===== src/rtl/apb_master_nslave.sv =====
// APB master driving NUM_SLAVES slaves selected by the top address bits.
// Three-state IDLE/SETUP/ACCESS sequencer with a bounded wait counter and a done/err pulse.
module apb_master_nslave #(
  parameter int ADDR_W      = 8,
  parameter int DATA_W      = 8,
  parameter int NUM_SLAVES  = 2,
  parameter int TIMEOUT_CYC = 16
) (
  input  logic                         pclk,
  input  logic                         preset,
  input  logic                         transfer,
  input  logic                         READ_WRITE,
  input  logic [ADDR_W-1:0]            apb_write_paddr,
  input  logic [DATA_W-1:0]            apb_write_data,
  input  logic [ADDR_W-1:0]            apb_read_paddr,
  output logic [DATA_W-1:0]            apb_read_data_out,
  output logic                         busy,
  output logic                         done,
  output logic                         err,
  output logic [NUM_SLAVES-1:0]        psel,
  output logic                         penable,
  output logic                         pwrite,
  output logic [ADDR_W-1:0]            paddr,
  output logic [DATA_W-1:0]            pwdata,
  input  logic [NUM_SLAVES*DATA_W-1:0] prdata,
  input  logic [NUM_SLAVES-1:0]        pready,
  input  logic [NUM_SLAVES-1:0]        pslverr,
  output logic [1:0]                   dbg_state
);

  localparam int SEL_W = (NUM_SLAVES > 1) ? $clog2(NUM_SLAVES) : 1;
  localparam int CNT_W = $clog2(TIMEOUT_CYC + 1);
  localparam logic [SEL_W:0]      NUM_SL_L = (SEL_W+1)'(NUM_SLAVES);
  localparam logic [NUM_SLAVES-1:0] SEL_ONE = NUM_SLAVES'(1);
  localparam logic [CNT_W-1:0]    TMO_L    = CNT_W'(TIMEOUT_CYC);

  typedef enum logic [1:0] {
    S_IDLE   = 2'd0,
    S_SETUP  = 2'd1,
    S_ACCESS = 2'd2
  } state_t;

  // Host handshake: transfer is sampled only while busy=0; busy stays high from
  // the accepting edge to the completing edge, and done/err is a one-cycle
  // response presented in the IDLE cycle that follows.
  state_t                  r_state;
  logic [SEL_W-1:0]        r_idx;
  logic [NUM_SLAVES-1:0]   r_psel;
  logic                    r_penable;
  logic                    r_pwrite;
  logic [ADDR_W-1:0]       r_paddr;
  logic [DATA_W-1:0]       r_pwdata;
  logic [DATA_W-1:0]       r_rdata;
  logic                    r_done;
  logic                    r_err;
  logic [CNT_W-1:0]        r_wait;

  logic [ADDR_W-1:0]       w_addr;
  logic [SEL_W-1:0]        w_idx;
  logic                    w_idx_bad;
  logic                    w_ready;
  logic                    w_slverr;
  logic [DATA_W-1:0]       w_rdata;
  logic [CNT_W-1:0]        w_wait_nxt;

  assign w_addr = READ_WRITE ? apb_write_paddr : apb_read_paddr;

  generate
    if (NUM_SLAVES == 1) begin : g_one
      assign w_idx = '0;
    end else begin : g_many
      assign w_idx = w_addr[ADDR_W-1 -: SEL_W];
    end
  endgenerate

  assign w_idx_bad  = ({1'b0, w_idx} >= NUM_SL_L);
  assign w_ready    = pready[r_idx];
  assign w_slverr   = pslverr[r_idx];
  assign w_rdata    = prdata[r_idx*DATA_W +: DATA_W];
  assign w_wait_nxt = r_wait + CNT_W'(1);

  always_ff @(posedge pclk) begin
    if (preset) begin
      r_state   <= S_IDLE;
      r_idx     <= '0;
      r_psel    <= '0;
      r_penable <= 1'b0;
      r_pwrite  <= 1'b0;
      r_paddr   <= '0;
      r_pwdata  <= '0;
      r_rdata   <= '0;
      r_done    <= 1'b0;
      r_err     <= 1'b0;
      r_wait    <= '0;
    end else begin
      r_done <= 1'b0;
      r_err  <= 1'b0;
      case (r_state)
        S_IDLE: begin
          if (transfer) begin
            if (w_idx_bad) begin
              r_done <= 1'b1;
              r_err  <= 1'b1;
            end else begin
              r_state  <= S_SETUP;
              r_idx    <= w_idx;
              r_psel   <= SEL_ONE << w_idx;
              r_pwrite <= READ_WRITE;
              r_paddr  <= w_addr;
              r_pwdata <= apb_write_data;
            end
          end
        end
        S_SETUP: begin
          r_state   <= S_ACCESS;
          r_penable <= 1'b1;
          r_wait    <= '0;
        end
        S_ACCESS: begin
          if (w_ready) begin
            r_state   <= S_IDLE;
            r_psel    <= '0;
            r_penable <= 1'b0;
            r_done    <= 1'b1;
            r_err     <= w_slverr;
            if (!r_pwrite && !w_slverr) r_rdata <= w_rdata;
          end else begin
            r_wait <= w_wait_nxt;
            // Abort on the cycle whose stall would bring the count to the limit.
            if (w_wait_nxt == TMO_L) begin
              r_state   <= S_IDLE;
              r_psel    <= '0;
              r_penable <= 1'b0;
              r_done    <= 1'b1;
              r_err     <= 1'b1;
            end
          end
        end
        default: r_state <= S_IDLE;
      endcase
    end
  end

  assign apb_read_data_out = r_rdata;
  assign busy              = (r_state != S_IDLE);
  assign done              = r_done;
  assign err               = r_err;
  assign psel              = r_psel;
  assign penable           = r_penable;
  assign pwrite            = r_pwrite;
  assign paddr             = r_paddr;
  assign pwdata            = r_pwdata;
  assign dbg_state         = r_state;

endmodule


===== config.mk =====
export PLATFORM = sky130hd
export DESIGN_NAME = apb_master_nslave
export DESIGN_NICKNAME = d
export VERILOG_FILES = /design/src/rtl/apb_master_nslave.sv
export SDC_FILE = /design/constraint.sdc
export NUM_CORES = 1
export LEC_CHECK = 0
export CAP_MARGIN = 40
export CORE_UTILIZATION = 43
export DETAILED_ROUTE_END_ITERATION = 8
export PLACE_DENSITY = 0.82
export SYNTH_ARGS = -nofsm -noshare
export SYNTH_HDL_FRONTEND = slang
export SYNTH_SLANG_ARGS = --single-unit

===== constraint.sdc =====
create_clock -name pclk -period 4.13 [get_ports pclk]
set_clock_uncertainty 0.15 [all_clocks]
set_input_delay 0.413 -clock pclk [delete_from_list [all_inputs] [get_ports pclk]]
set_output_delay 0.413 -clock pclk [all_outputs]
set_load 0.02 [all_outputs]

==> out/metrics.yaml <==
die:
  initial_utilization: 0.465
  design.core.area_sq_um: 3470
  num_rows: 21
  die_w_microns: 63.3
  die_y_microns: 63.3
  io_pins: 81
  die_area_sq_um: 4000
pwr:
  vdd_drop_max_mv: 0.214
  p_switching_mw: 0.212
  combinationalPowerShare: 0.219
  powerDensity_nw_per_um2: 318
  internal-power_mw: 0.592
  p_seq_frac: 0.486
  p_clk_frac: 0.295
  sw_frac_of_total: 0.264
  power_leakage_nw: 0.929
timing:
  layout_min_cycle_time_ps: 2300
  setup_slack_ps: 1830
  rsz0062_at_grt: "false"
  setup_tns_ps: 0
  holdWs_ps: 305
  worstMarginPinSlew_ps: 666
  fin_crit_sh: 0.557
  max_freq_ghz: 0.435
  relSlewSlack: 0.555
  final-hold-violation-count: 0
  finalMaxSlewViolations: 0
  setup_viol: 0
synth:
  synth_fp_nets: 229
  ys_types: 33
  syn-cell-area_sq_um: 1610
  synth_area_per_cell_sq_um: 8.97
  ys_warn_count: 0
  ys_seq_area_frac: 0.459
  postSynthCellCount: 180
  yosys_register_bits: 37
place:
  dp_hpwl_microns: 2700
  port-buffer-count: 80
  gp_congestion: 0.752
  pre_cts_slack_ps: 1660
global_routing:
  grt_overflow: 0
  grt.total_usage: 0.197
  grt_first_pass_wirelength_microns: 6160
  grt_max_degree: 24
  antenna_found_initial: 0
  first_global_vias: 1438
detailed_routing:
  ant_nets: 0
  drt-pass1-iter-count: 4
  wl_per_cell_microns: 12.0
  drt_iter0_drc: 88
  routed_wirelength_microns: 3660
  drc: 0
  vias: 1493
  viasPerCell: 4.90
worst_setup_path:
  slowest_stage: "dfxtp_1"
  cp.required_ps: 3570
  start_kind: "register"
  cp_max_fo: 13
  max_stage_delay_ps: 730
  crit_chain: "clkdlybuf4s50_1"
  path_class: "reg2out"
  crit_path_end_kind: "output pin"
  crit_arrival_ps: 1740
  cpLargestDelayFamily: "flip-flops"
  rrSetupSlack_ps: 1920
  cp_num_buf_inv: 1
layout:
  final_nets: 307
  fin_util: 0.728
  area_delta_synth_final_pct: 56.5
  n_antenna_cell: 0
  drive_gt1_frac: 0.0656
cts:
  clk_path_buf_depth: 2
  cts_sinks: 37
  tritoncts: "built"
  cts_setup_buffers: 0
  clkSlewWorstSetupHoldPaths_ps: 70
  cts_resized: 0
  cts_hold_buffers: 0
  numCtsBuffers: 5
  htree_num_levels: 2
  worstSkewPairLatency_ps: 280
  root_buffer: "clkbuf_8"
job:
  drv_cap: 0
worst_hold_path:
  hp-class: "reg2reg"
run_status:
  status: "finished, final reports clean"
cell usage in the layout (no fill, tap or decap), types with 3 or more instances in the layout:
cell	instances
a211oi_1	14
nand2_1	20
a21oi_1	14
clkbuf_8	5
nor3_1	3
mux2i_1	18
a22oi_1	3
nand2b_1	3
nor2_1	29
clkdlybuf4s50_1	80
dfxtp_1	37
per-layer routing:
layer  share of wire  vias up  GRT usage
li1                -      781          -
met1            0.46      650      0.218
met5               0        -          0
met3           0.088        4     0.0815
met2            0.44       58      0.333
met4           0.011        0     0.0795
cells by family (layout without fill, tap and decap cells):
logic type      count (synthesis)  in the layout  synth area share
simple gates                   67             67             0.188
compound gates                 40             40             0.177
flops                          37             37             0.459
mux                            18             18             0.112
buf+inv                        14             93            0.0411
xor+xnor                        3              3            0.0163
fa+ha+maj                       1              1           0.00775
synth_stat cells, drive strengths merged:
library cell	count	area, sq um
nor2b	2	12.5
a21oi	14	70.1
o21a	1	7.51
nand2	20	75.1
buf	4	28.8
ha	1	12.5
or2	1	6.26
dfxtp	37	741
o21ai	2	10.0
inv	2	7.51
a211oi	17	150
nor3	3	15.0
clkbuf	8	30.0
and2	2	12.5
nand2b	3	18.8
nor2	29	109
a22oi	3	22.5
mux2i	18	180
o32ai	1	8.76
xor2	1	8.76
nand3	2	10.0
xnor2	2	17.5
a21o	1	7.51
nand4b	1	8.76
a31o	1	8.76
nand3b	2	15.0
or3b	2	20.0
power groups by stage:
| stage | combinational (mW) | sequential [mW] | clock (mW) |
|---|---|---|---|
| floorplan | 0.0647 | 0.417 | 0 |
| global placement | 0.174 | 0.398 | 0 |
| detailed placement | 0.178 | 0.399 | 0 |
| CTS | 0.178 | 0.391 | 0.243 |
| global route | 0.192 | 0.393 | 0.260 |
| finish | 0.176 | 0.391 | 0.237 |
through the flow:
step	area, sq um	power (mW)	cells
2_1_floorplan	1610	0.481	180
3_3_place_gp	2430	0.572	296
3_5_place_dp	2440	0.576	297
4_1_cts	2530	0.813	305
5_1_grt	2530	0.845	305
6_report	2530	0.804	305
area by class of cell:
cell class	count	area, sq um
inverter	2	7.51
tap	46	57.6
multi-input combinational	129	807
timing repair buffer	83	831
fill	285	942
clock inverter	2	10.0
clock buffer	6	72.6
sequential	37	741
registers in the layout (all words and copies together), names as in the netlist:
signal             count
paddr                  7
pwdata                 8
done                   1
r_wait                 5
penable                1
apb_read_data_out      8
err                    1
pwrite                 1
psel                   2
r_idx                  1
dbg_state              2
path summary, 6_finish.rpt:
path	from	cells past startpoint	endpoint
worst max register to register	r_idx	4	apb_read_data_out[4]
worst min-delay path	pwdata[5]	2	pwdata[5]
worst max-delay path	r_idx	1	paddr[7]
worst min register to register	pwdata[5]	2	pwdata[5]
Note: power is estimated with default switching activity, not from simulation.
